File: config.mk
export PLATFORM = sky130hd
export DESIGN_NAME = regfile_write_arbiter
export DESIGN_NICKNAME = d
export VERILOG_FILES = /design/src/rtl/regfile_pkg.sv /design/src/rtl/rr_burst_arbiter.sv /design/src/rtl/regfile_write_arbiter.sv
export SDC_FILE = /design/constraint.sdc
export NUM_CORES = 1
export LEC_CHECK = 0
export ABC_AREA = 0
export CORE_MARGIN = 8
export CORE_UTILIZATION = 39
export DETAILED_ROUTE_END_ITERATION = 8
export GPL_TIMING_DRIVEN = 0
export PLACE_DENSITY_LB_ADDON = 0.1
export SYNTH_ARGS = -nofsm -noshare
export SYNTH_HDL_FRONTEND = slang
export SYNTH_SLANG_ARGS = --single-unit
export TNS_END_PERCENT = 50
File: constraint.sdc
create_clock -name clk -period 2.1 [get_ports clk]
set_input_delay 0.42 -clock clk [delete_from_list [all_inputs] [get_ports clk]]
set_output_delay 0.42 -clock clk [all_outputs]
set_load 0.005 [all_outputs]
File: src/rtl/regfile_pkg.sv
`default_nettype none
// ============================================================================
// Module   : regfile_pkg
// Purpose  : Shared register-bank geometry and write-arbiter state encoding.
// Revision : 1.0 - initial release
// ============================================================================
package regfile_pkg;

    localparam int REG_DATA_WIDTH = 64;
    localparam int REG_ADDR_WIDTH = 5;
    localparam int REG_COUNT      = 32;

    localparam logic [1:0] c_st_idle = 2'd0;
    localparam logic [1:0] c_st_own0 = 2'd1;
    localparam logic [1:0] c_st_own1 = 2'd2;

endpackage : regfile_pkg
`default_nettype wire

File: src/rtl/rr_burst_arbiter.sv
`default_nettype none
// ============================================================================
// Module   : rr_burst_arbiter
// Purpose  : Two-way round-robin arbiter that lets the owner keep the grant
//            for up to MAX_BURST consecutive cycles while the other waits.
// Revision : 1.0 - initial release
// ============================================================================
module rr_burst_arbiter
    import regfile_pkg::*;
#(
    parameter int MAX_BURST = 4
) (
    input  logic       clk,
    input  logic       reset,
    input  logic       req0_valid,
    input  logic       req1_valid,
    output logic [1:0] grant,
    output logic       last_grant
);

    localparam logic [3:0] c_max_burst = 4'(MAX_BURST);

    logic [1:0] r_state;
    logic [3:0] r_burst_cnt;
    logic       r_last_grant;

    logic [1:0] w_grant;
    logic [1:0] w_state_nxt;
    logic [3:0] w_cnt_nxt;
    logic       w_owner;
    logic       w_owner_valid;
    logic       w_other_valid;
    logic       w_pick;

    always_comb begin
        w_grant       = 2'b00;
        w_state_nxt   = c_st_idle;
        w_cnt_nxt     = 4'd0;
        w_pick        = 1'b0;
        w_owner       = (r_state == c_st_own1);
        w_owner_valid = w_owner ? req1_valid : req0_valid;
        w_other_valid = w_owner ? req0_valid : req1_valid;

        if (reset) begin
            w_grant = 2'b00;
        end else if ((r_state != c_st_idle) && w_owner_valid) begin
            if (w_other_valid && (r_burst_cnt >= c_max_burst)) begin
                // Burst exhausted with the other side waiting: hand over.
                w_grant     = w_owner ? 2'b01 : 2'b10;
                w_state_nxt = w_owner ? c_st_own0 : c_st_own1;
                w_cnt_nxt   = 4'd1;
            end else begin
                w_grant     = w_owner ? 2'b10 : 2'b01;
                w_state_nxt = r_state;
                w_cnt_nxt   = (r_burst_cnt >= c_max_burst) ? c_max_burst
                                                           : r_burst_cnt + 4'd1;
            end
        end else if (req0_valid || req1_valid) begin
            // Owner gone (or idle): arbitrate fresh in the same cycle.
            w_pick      = (req0_valid && req1_valid) ? ~r_last_grant : req1_valid;
            w_grant     = w_pick ? 2'b10 : 2'b01;
            w_state_nxt = w_pick ? c_st_own1 : c_st_own0;
            w_cnt_nxt   = 4'd1;
        end
    end

    always_ff @(posedge clk) begin
        if (reset) begin
            r_state      <= c_st_idle;
            r_burst_cnt  <= 4'd0;
            r_last_grant <= 1'b1;
        end else begin
            r_state     <= w_state_nxt;
            r_burst_cnt <= w_cnt_nxt;
            if (w_grant != 2'b00) begin
                r_last_grant <= w_grant[1];
            end
        end
    end

    assign grant      = w_grant;
    assign last_grant = r_last_grant;

endmodule : rr_burst_arbiter
`default_nettype wire

File: src/rtl/regfile_write_arbiter.sv
`default_nettype none
// ============================================================================
// Module   : regfile_write_arbiter
// Purpose  : Shares the register bank write port between ALU and load
//            writeback; optional statistics counters under WRITE_ARB_STATS_EN.
// Revision : 1.0 - initial release
// ============================================================================
module regfile_write_arbiter
    import regfile_pkg::*;
#(
    parameter int DATA_WIDTH       = REG_DATA_WIDTH,
    parameter int ADDR_WIDTH       = REG_ADDR_WIDTH,
    parameter int MAX_BURST        = 4,
    parameter int ZERO_REG_DISCARD = 1
) (
    input  logic                  clk,
    input  logic                  reset,
    input  logic                  req0_valid,
    input  logic [ADDR_WIDTH-1:0] req0_addr,
    input  logic [DATA_WIDTH-1:0] req0_data,
    output logic                  req0_ready,
    input  logic                  req1_valid,
    input  logic [ADDR_WIDTH-1:0] req1_addr,
    input  logic [DATA_WIDTH-1:0] req1_data,
    output logic                  req1_ready,
    output logic [ADDR_WIDTH-1:0] write_register,
    output logic [DATA_WIDTH-1:0] write_data,
    output logic                  register_write,
    output logic                  last_grant
`ifdef WRITE_ARB_STATS_EN
    ,
    output logic [31:0]           grant_count0,
    output logic [31:0]           grant_count1,
    output logic [31:0]           conflict_count
`endif
);

    logic [1:0]            w_grant;
    logic                  w_accept;
    logic                  w_zero_drop;
    logic [ADDR_WIDTH-1:0] w_sel_addr;
    logic [DATA_WIDTH-1:0] w_sel_data;

    logic [ADDR_WIDTH-1:0] r_write_register;
    logic [DATA_WIDTH-1:0] r_write_data;
    logic                  r_register_write;

    rr_burst_arbiter #(
        .MAX_BURST (MAX_BURST)
    ) u_arb (
        .clk        (clk),
        .reset      (reset),
        .req0_valid (req0_valid),
        .req1_valid (req1_valid),
        .grant      (w_grant),
        .last_grant (last_grant)
    );

    assign req0_ready = w_grant[0];
    assign req1_ready = w_grant[1];
    assign w_accept   = |w_grant;
    assign w_sel_addr = w_grant[1] ? req1_addr : req0_addr;
    assign w_sel_data = w_grant[1] ? req1_data : req0_data;

    // Index 0 is hard-wired zero in the bank; the write is consumed silently.
    if (ZERO_REG_DISCARD != 0) begin : g_zero_drop
        assign w_zero_drop = (w_sel_addr == '0);
    end else begin : g_zero_keep
        assign w_zero_drop = 1'b0;
    end

    always_ff @(posedge clk) begin
        if (reset) begin
            r_write_register <= '0;
            r_write_data     <= '0;
            r_register_write <= 1'b0;
        end else begin
            r_register_write <= w_accept && !w_zero_drop;
            if (w_accept) begin
                r_write_register <= w_sel_addr;
                r_write_data     <= w_sel_data;
            end
        end
    end

    assign write_register = r_write_register;
    assign write_data     = r_write_data;
    assign register_write = r_register_write;

`ifdef WRITE_ARB_STATS_EN
    logic [31:0] r_grant_count0;
    logic [31:0] r_grant_count1;
    logic [31:0] r_conflict_count;

    always_ff @(posedge clk) begin
        if (reset) begin
            r_grant_count0   <= 32'd0;
            r_grant_count1   <= 32'd0;
            r_conflict_count <= 32'd0;
        end else begin
            if (w_grant[0]) r_grant_count0 <= r_grant_count0 + 32'd1;
            if (w_grant[1]) r_grant_count1 <= r_grant_count1 + 32'd1;
            if (req0_valid && req1_valid) r_conflict_count <= r_conflict_count + 32'd1;
        end
    end

    assign grant_count0   = r_grant_count0;
    assign grant_count1   = r_grant_count1;
    assign conflict_count = r_conflict_count;
`endif

endmodule : regfile_write_arbiter
`default_nettype wire

==> metrics.csv <==
metric;value;unit
hold_viol_final;0;
antennaDiodeCount;0;
grt_overflow;0;
synthMuxAreaShare;0.01159;
cp_max_fo;11;
synth_top_area_share;0.4079;
grt_pass1_wl;23320;um
drv_slew;0;
slew_headroom;0.6644;
p_leak;2.409;nW
grt_pass1_vias;4506;
ir_drop;0.2962;mV
ys_warn_count;0;
outcome;complete, no violations;
final_cell_mix;clkdlybuf4s50_1, nor2_1, dfxtp_1, a31oi_1, a211oi_1;
cp-start-kind;input port;
crit_family;buffers and inverters;
fin_area;6352;sq um
clock.fmax;484.3;MHz
crit_chain;clkdlybuf4s15_1 > o21ai_4 > mux2_4 > clkbuf_16 > a21oi_2 > buf_2;
pin_count;215;
setup_violations;0;
avgSynthCellArea;8.323;sq um
initial_core_util;0.3938;
worst_pin_slew;0.5033;ns
wl_per_cell;18.63;um
remaining_drc_errors;0;
max_cap_violations;0;
synth_seq_cells;77;
synth_cell_types;38;
drive_above_1_share;0.1066;
cts_tree;built;
place_area;6077;sq um
clk_latency;0.34;ns
clk_path_buf_depth;2;
root_buffer;clkbuf_8;
hold_class;reg2reg;
num_vias;4445;
fin_crit;2.065;ns
areaGrowthSynthToFinish;68.11;%
drtAntennaViolNets;0;
critical_path.startpoint;req1_valid;
rows;36;
layout_commonest_cell;clkdlybuf4s50_1;
min_from;write_data[54];
dieArea;13090;sq um
synth_top_family_by_area;compound AO/OA/AOI/OAI gates;
timing.rr.start;u_arb.r_burst_cnt[2];
fin_crit_sh;0.9832;
die_w;114.4;um
drt_first_pass_iters;4;
synthSimpleGateAreaFrac;0.1093;
worstPathBufferInverterCount;3;
fin_nets;825;
core_area;9594;sq um
antenna_found_initial;0;
yosys.area.top_type;dfxtp_1;
tns;0;ns
wirelength;15240;um
dr.first_iter.drc_count;241;
cp.required;1.68;ns
synth.area.top_cells;dfxtp_1, a211oi_1, a31oi_1, nor2_1, o21ai_0;
synth_nets;598;
post-dp-hpwl;11420;um
synth_xor_area_frac;0;
ys_seq_area_frac;0.4079;
cp_slowest_cell;clkdlybuf4s15_1;
synth-compound-area-share;0.3669;
path_class;in2out;
end_kind;output port;
grt_usage;0.2216;
worstPathArrival;1.64;ns
clock_sink_count;77;
numPortBuffers;213;
gp_congestion;0.8079;
synthAdderAreaFrac;0.006623;
netlist_area;3779;sq um
max_stage_delay;0.36;ns
vias_per_cell;5.434;
fin_skew;0.009341;ns
powerDensity;637.9;nW/um^2
cts-hold-fix-buffers;0;
rsz0062_at_grt;no;
syn_inst;454;
die_h;114.4;um
htree_levels;3;
grt_max_degree;13;
clkSlewWorstSetupHoldPaths;0.07;ns
cts_made_buffers;9;
state kept, by name, indices dropped and copies added (netlist names):
| signal | cells |
|---|---|
| write_data | 64 |
| write_register | 5 |
| u_arb.r_burst_cnt | 4 |
| u_arb.r_state | 2 |
| register_write | 1 |
| u_arb.last_grant | 1 |
where the power goes:
group / switching [mW] / leakage (nW) / internal (mW)
sequential: 0.0737 / 0.647 / 1.59
combinational: 0.481 / 1.66 / 0.658
clock: 0.552 / 0.105 / 0.695
per-stage QoR:
| step | power (mW) | utilization | cells | hold slack [ns] | setup WS (ns) |
|---|---|---|---|---|---|
| after floorplan | 2.155 | - | 454 | 0.4939 | 0.2423 |
| after global placement | 2.798 | 0.6334 | 800 | 0.4844 | -0.8966 |
| after detailed placement | 2.820 | 0.6334 | 800 | 0.4936 | -0.9354 |
| after CTS | 4.071 | 0.6620 | 819 | 0.5015 | 0.06079 |
| after global routing | 4.233 | 0.6621 | 818 | 0.5259 | 0.003245 |
| final | 4.052 | 0.6621 | 818 | 0.4975 | 0.03521 |
tightest hold or removal path: cells and delay by family (launching register included):
kind             cells  cell delay, ns
flip-flops           1            0.31
AND/OR/NAND/NOR      1            0.09
AO/OA/AOI/OAI        1            0.05
path summary, 6_finish.rpt:
check | endpoint | slack [ns] | cells past startpoint
setup reg to reg | write_data[6] | 0.15 | 6
hold reg to reg | write_data[54] | 0.50 | 2
hold / removal | write_data[54] | 0.50 | 2
setup / recovery | req0_ready | 0.04 | 6
cell usage after synthesis:
cell type / number
clkbuf_2: 6
and2b_2: 1
ha_1: 2
o21ai_0: 41
inv_1: 4
a211oi_2: 1
nor2_1: 73
or2_1: 1
buf_1: 1
nand3b_1: 1
nand2b_1: 2
and4bb_4: 1
clkbuf_1: 21
buf_6: 15
or4_1: 2
nor4_1: 1
buf_2: 11
clkbuf_8: 1
or4b_2: 1
or3_1: 1
a31oi_1: 69
conb_1: 1
a211oi_1: 69
nor3_4: 1
a32oi_1: 1
dfxtp_1: 77
mux2_2: 1
o21ai_1: 29
nor3_1: 3
nand2_1: 3
a211o_1: 1
and2_2: 1
o21ai_2: 1
mux2i_1: 1
o21bai_1: 1
mux2i_4: 1
o22a_2: 1
a21oi_1: 6
area by class of cell:
type / instances / area (sq um)
fillers: 862 / 3242
repair buffers: 218 / 2158
multi-input cells: 318 / 1889
flip-flops and latches: 77 / 1549
plain buffers: 53 / 360.3
well taps: 133 / 166.4
clock buffers: 11 / 141.4
clock inverters: 4 / 72.57
inverters: 4 / 15.01
metal layers:
| layer | part of all wire | wire, um | vias up | global-route usage |
|---|---|---|---|---|
| li1 | - | - | 2157 | - |
| met1 | 0.41 | 6239 | 2056 | 0.2615 |
| met2 | 0.47 | 7194 | 199 | 0.3642 |
| met3 | 0.091 | 1384 | 33 | 0.06962 |
| met4 | 0.028 | 420 | 0 | 0.08873 |
| met5 | 0 | 0 | - | 0 |
cell families after synthesis:
group	Yosys count
muxes	3
other	1
buffers and inverters	59
adders and majority gates	2
DFF	77
and+or+nand+nor	92
AOI/OAI and AO/OA	220
timing repair:
item | CTS | global route
setup endpoints to repair | 70 | 67
resized for setup | 23 | 5
cloned | 0 | 0
pin swaps | 2 | 0
buffers inserted | 5 | 0
(Power assumes the default switching activity.)
